===== config.mk =====
export PLATFORM = sky130hd
export DESIGN_NAME = scan_mux
export DESIGN_NICKNAME = d
export VERILOG_FILES = /design/src/rtl/scan_mux.sv
export SDC_FILE = /design/constraint.sdc
export NUM_CORES = 1
export LEC_CHECK = 0
export ABC_CLOCK_PERIOD_IN_PS = 1800
export CAP_MARGIN = 20
export CORE_MARGIN = 2
export CORE_UTILIZATION = 34
export DETAILED_ROUTE_END_ITERATION = 6
export SETUP_SLACK_MARGIN = 0.4
export SYNTH_ARGS = -nofsm -noshare
export SYNTH_HDL_FRONTEND = slang
export SYNTH_SLANG_ARGS = --single-unit

===== constraint.sdc =====
create_clock -name clk -period 1.8 [get_ports clk]
set_input_delay 0.27 -clock clk [delete_from_list [all_inputs] [get_ports clk]]
set_output_delay 0.27 -clock clk [all_outputs]
set_load 0.05 [all_outputs]

===== src/rtl/scan_mux.sv =====
// scan_mux: registered N-to-1 multiplexer of W-bit channels.
// It has two modes. In manual mode the sel input picks the channel. In scan
// mode an internal round-robin pointer visits channels 0..N-1. It stays
// DWELL enabled cycles on each channel and then wraps back to 0.
//
// Ports:
//   clk        system clock, all state updates on the rising edge
//   rst        asynchronous active-high reset
//   en         cycle enable; when low, all state holds
//   mode       0 = manual select, 1 = auto-scan
//   sel        manual channel select, used only when en=1 and mode=0
//   din        flattened channel bus; channel k is din[k*W +: W]
//   out        registered data of the selected channel
//   out_valid  out was captured from a legal channel on the last enabled edge
//   cur_sel    channel index that out was captured from
//   sel_err    the last capture used an index >= N
//   wrap       one-cycle pulse when the scan pointer wraps from N-1 to 0

module scan_mux #(
   parameter int N     = 7,
   parameter int W     = 1,
   parameter int SEL_W = 3,
   parameter int DWELL = 4
) (
   input  logic               clk,
   input  logic               rst,
   input  logic               en,
   input  logic               mode,
   input  logic [SEL_W-1:0]   sel,
   input  logic [N*W-1:0]     din,
   output logic [W-1:0]       out,
   output logic               out_valid,
   output logic [SEL_W-1:0]   cur_sel,
   output logic               sel_err,
   output logic               wrap
);

   // The dwell counter needs at least one bit, even when DWELL is 1.
   localparam int DCNT_W = (DWELL > 1) ? $clog2(DWELL) : 1;

   // N can be as large as 2**SEL_W, so the legality limit needs one extra bit.
   localparam logic [SEL_W:0]    N_LIM = N[SEL_W:0];
   localparam logic [SEL_W-1:0]  LAST  = SEL_W'(N - 1);
   localparam logic [DCNT_W-1:0] DLAST = DCNT_W'(DWELL - 1);

   logic [DCNT_W-1:0] dcnt;
   logic [SEL_W-1:0]  idx;
   logic [W-1:0]      pick;
   logic              idx_ok;

   // Choose the index for this edge. Manual mode uses sel. Scan mode uses the
   // pointer value from before the edge. Then pull that channel out of the
   // flat bus. An out-of-range index gives zero, and the sequential block
   // replaces that case with its error handling anyway.
   always_comb begin
      idx  = mode ? cur_sel : sel;
      pick = '0;
      for (int k = 0; k < N; k++) begin
         if (idx == SEL_W'(k)) begin
            pick = din[k*W +: W];
         end
      end
      idx_ok = ({1'b0, idx} < N_LIM);
   end

   // All outputs and the scan state are registered in this block.
   // When en is low, the data, the pointer and the dwell counter hold.
   // The two pulse-like flags, out_valid and wrap, drop on that edge.
   // In scan mode an illegal pointer left over from manual mode is pulled
   // back to channel 0 after one error cycle. Otherwise the pointer advances
   // after DWELL enabled edges on the same channel.
   always_ff @(posedge clk or posedge rst) begin
      if (rst) begin
         out       <= '0;
         out_valid <= 1'b0;
         cur_sel   <= '0;
         sel_err   <= 1'b0;
         wrap      <= 1'b0;
         dcnt      <= '0;
      end else if (!en) begin
         out_valid <= 1'b0;
         wrap      <= 1'b0;
      end else if (!mode) begin
         cur_sel <= sel;
         dcnt    <= '0;
         wrap    <= 1'b0;
         if (idx_ok) begin
            out       <= pick;
            sel_err   <= 1'b0;
            out_valid <= 1'b1;
         end else begin
            out       <= '0;
            sel_err   <= 1'b1;
            out_valid <= 1'b0;
         end
      end else if (!idx_ok) begin
         cur_sel   <= '0;
         dcnt      <= '0;
         out       <= '0;
         sel_err   <= 1'b1;
         out_valid <= 1'b0;
         wrap      <= 1'b0;
      end else begin
         out       <= pick;
         sel_err   <= 1'b0;
         out_valid <= 1'b1;
         if (dcnt != DLAST) begin
            dcnt <= dcnt + 1'b1;
            wrap <= 1'b0;
         end else begin
            dcnt <= '0;
            if (cur_sel == LAST) begin
               cur_sel <= '0;
               wrap    <= 1'b1;
            end else begin
               cur_sel <= cur_sel + 1'b1;
               wrap    <= 1'b0;
            end
         end
      end
   end

endmodule


==> out/qor.txt <==
fin crit share - 80.2%
DR WL/cell - 14.4 um
Layout Nets - 104
I/O Pins - 21
slew margin rel. - 68.0%
nature of the critical path endpoint - flip-flop
Max Slew Vio Count - 0
Post-Syn Instances - 53
synth unique cells - 30
fill cell count - 146
Post-synth EDFFs - 0
grt total ovfl - 0
crit-path cells - ha_2 > or2b_1 > o21ai_2 > mux2_4
placed cell count - 97
dpl hpwl - 1.08 mm
post-synthesis xor/xnor area fraction - 0%
CTS sink cnt - 9
H-Tree Level Count - 1
routed vias - 535
Async SR Flop Fraction - 100%
Core Rows - 14
Seq/Total Area, Yosys - 39.7%
Critical Path Max Stage Delay - 0.39 ns
adder-cell share of the synthesized area - 2.21%
drt first pass iters - 3
largest net degree at the start of global routing - 10
WP data required - 1.95 ns
ANT cells - 0
TritonCTS Buffers - 3
Synth top cells by count - dfrtp_1, inv_1, nand2_1, nor2_1, o2bb2ai_1
Syn Area/Cell - 10.7 um^2
Die ar. - 2010 um^2
CTS tree - built
Yosys reg bits - 9
top_reg_cell synth - dfrtp_1
layout cells sized above 1 - 42.0%
final hold violation count - 0
Mapped Area - 567 um^2
top-count cell post-synth - dfrtp_1
Slowest cell on crit path - dfrtp_1
Yosys top cell area share - 39.7%
CTS clock-pin slew for the worst setup and hold paths - 0.06 ns
CP Class - flip-flop to flip-flop
Startpoint Class - flip-flop
first-pass GRT wire length - 2.28 mm
Setup Skew - 0.000728 ns
vias in the first global route - 537
PwrDens - 1010 nW/um^2
Compound-Gate Fraction of Synth Area - 19.0%
MaxCap Viol Count - 0
Syn Nets - 68
clk_lat worst skew - 0.26 ns
core area - 1540 um^2
status - finished clean
Hold Path Class - input pin to async pin
P&R area growth vs syn - 62.9%
die span in x - 44.8 um
number of remaining DRC errors - 0
Post-Synth Simple-Gate Area - 17.7%
Syn. warnings - 0
Leakage - 0.403 nW
CP arrival - 1.59 ns
CP Max Fanout - 2
dominant cell type by area after synthesis - dfrtp_1
final setup fails - 0
Min Hold Slack - 0.265 ns
Initial DRC Count - 9
initial antenna violation count - 0
hold_buf cts - 0
post-synthesis mux area share - 15.5%
Slew @ Worst Pin - 0.482 ns
Tot GR Track Use - 16.1%
RSZ-0062 raised after global routing - true
largest family of logic cells by synthesized area - compound AO/OA/AOI/OAI gates
clock root cell - clkbuf_4
initial core utilization - 36.8%
clock tree buffer depth - 2
RePlAce Congestion - 0.765
Vias/cell - 5.14
Setup WS pre-CTS - -0.164 ns
Non-Filler Instances - 104
Peak VDD IR - 0.000636 V
total power - 936 uW
Synth area leaders - dfrtp_1, o2bb2ai_1, mux2_2, mux2i_4, mux4_2
FMAX - 693 MHz
final WL - 1.50 mm
input/output buffers - 20
Setup WS post-layout - 0.357 ns
fin crit period - 1.44 ns
Die Y-Extent - 44.8 um
Antenna Nets Post-Route - 0
==> critical path: cells and delay by family (launching register included) <==
family                   cells  cell delay, ns
AO/OA/AOI/OAI                1            0.17
adder cells (fa/ha/maj)      1            0.19
flip-flops                   1            0.39
multiplexers                 1            0.31
AND/OR/NAND/NOR              1            0.26
==> flip-flops by register name, indices dropped and copies added, names as in the netlist <==
signal and count:
cur_sel 3, dcnt 2, out 1, out_valid 1
sel_err 1, wrap 1
==> logic make-up after synthesis <==
group,after synthesis
adder cells (fa/ha/maj),1
flip-flops,9
buffers and inverters,6
multiplexers,6
AND/OR/NAND/NOR,17
AO/OA/AOI/OAI,14
==> layer usage <==
metal | vias to the layer above | wire length, um | track usage, %
met3 | 0 | 73 | 7.20
met5 | - | 0 | 0
met1 | 259 | 645 | 21.2
met4 | 0 | 0 | 5.29
met2 | 9 | 777 | 23.8
li1 | 267 | - | -
==> power breakdown <==
part	switching [mW]	internal, mW	total (mW)
combinational	0.256	0.216	0.471
sequential	0.0590	0.249	0.308
clock	0.0712	0.0855	0.157
==> placed cells by master (no fill, tap or decap), types with 2 or more instances in the layout <==
cell type / n
a21oi_1: 2
buf_4: 15
clkbuf_2: 3
clkbuf_4: 3
clkdlybuf4s50_1: 11
dfrtp_1: 6
dfrtp_2: 3
dlygate4sd2_1: 2
inv_1: 4
mux2i_4: 2
nand2_1: 4
nor2_1: 3
o2bb2ai_1: 2
or2b_1: 2
==> per-stage QoR <==
step                cell area (um^2)  util (%)  setup TNS [ns]
global placement                 852      55.3          -0.626
detailed placement               852      55.3          -0.932
CTS                              896      58.1               0
global route                     923      59.9               0
finish                           923      59.9               0
floorplan                        583         -               0
==> final cells by class <==
| type | instances | area [um^2] | area share [%] |
|---|---|---|---|
| Timing Repair Buffer | 33 | 277 | 29.9 |
| Tap cell | 16 | 20.0 | 2.17 |
| Inverter | 4 | 15.0 | 1.63 |
| Sequential cell | 9 | 229 | 24.8 |
| Clock buffer | 4 | 26.3 | 2.85 |
| Multi-Input combinational cell | 38 | 357 | 38.6 |
==> timing repair <==
action	4_1_cts	5_1_grt
pin swaps	2	1
buffers inserted	1	2
cloned	0	0
endpoints found under the setup margin	13	9
gates resized for setup	11	9
==> worst paths after layout <==
path,startpoint,end,slack [ns],depth (start not counted)
max in group asynchronous,rst,cur_sel[1]$_DFFE_PP0P_,1.26,2
hold reg to reg,sel_err$_DFFE_PP0P_,sel_err$_DFFE_PP0P_,0.52,1
hold / removal,rst,wrap$_DFF_PP0_,0.27,2
min in group clk,sel_err$_DFFE_PP0P_,sel_err$_DFFE_PP0P_,0.52,1
setup reg to reg,dcnt[1]$_DFFE_PP0P_,cur_sel[0]$_DFFE_PP0P_,0.36,4
setup / recovery,dcnt[1]$_DFFE_PP0P_,cur_sel[0]$_DFFE_PP0P_,0.36,4
No activity file was read; power rests on OpenSTA's default activity.
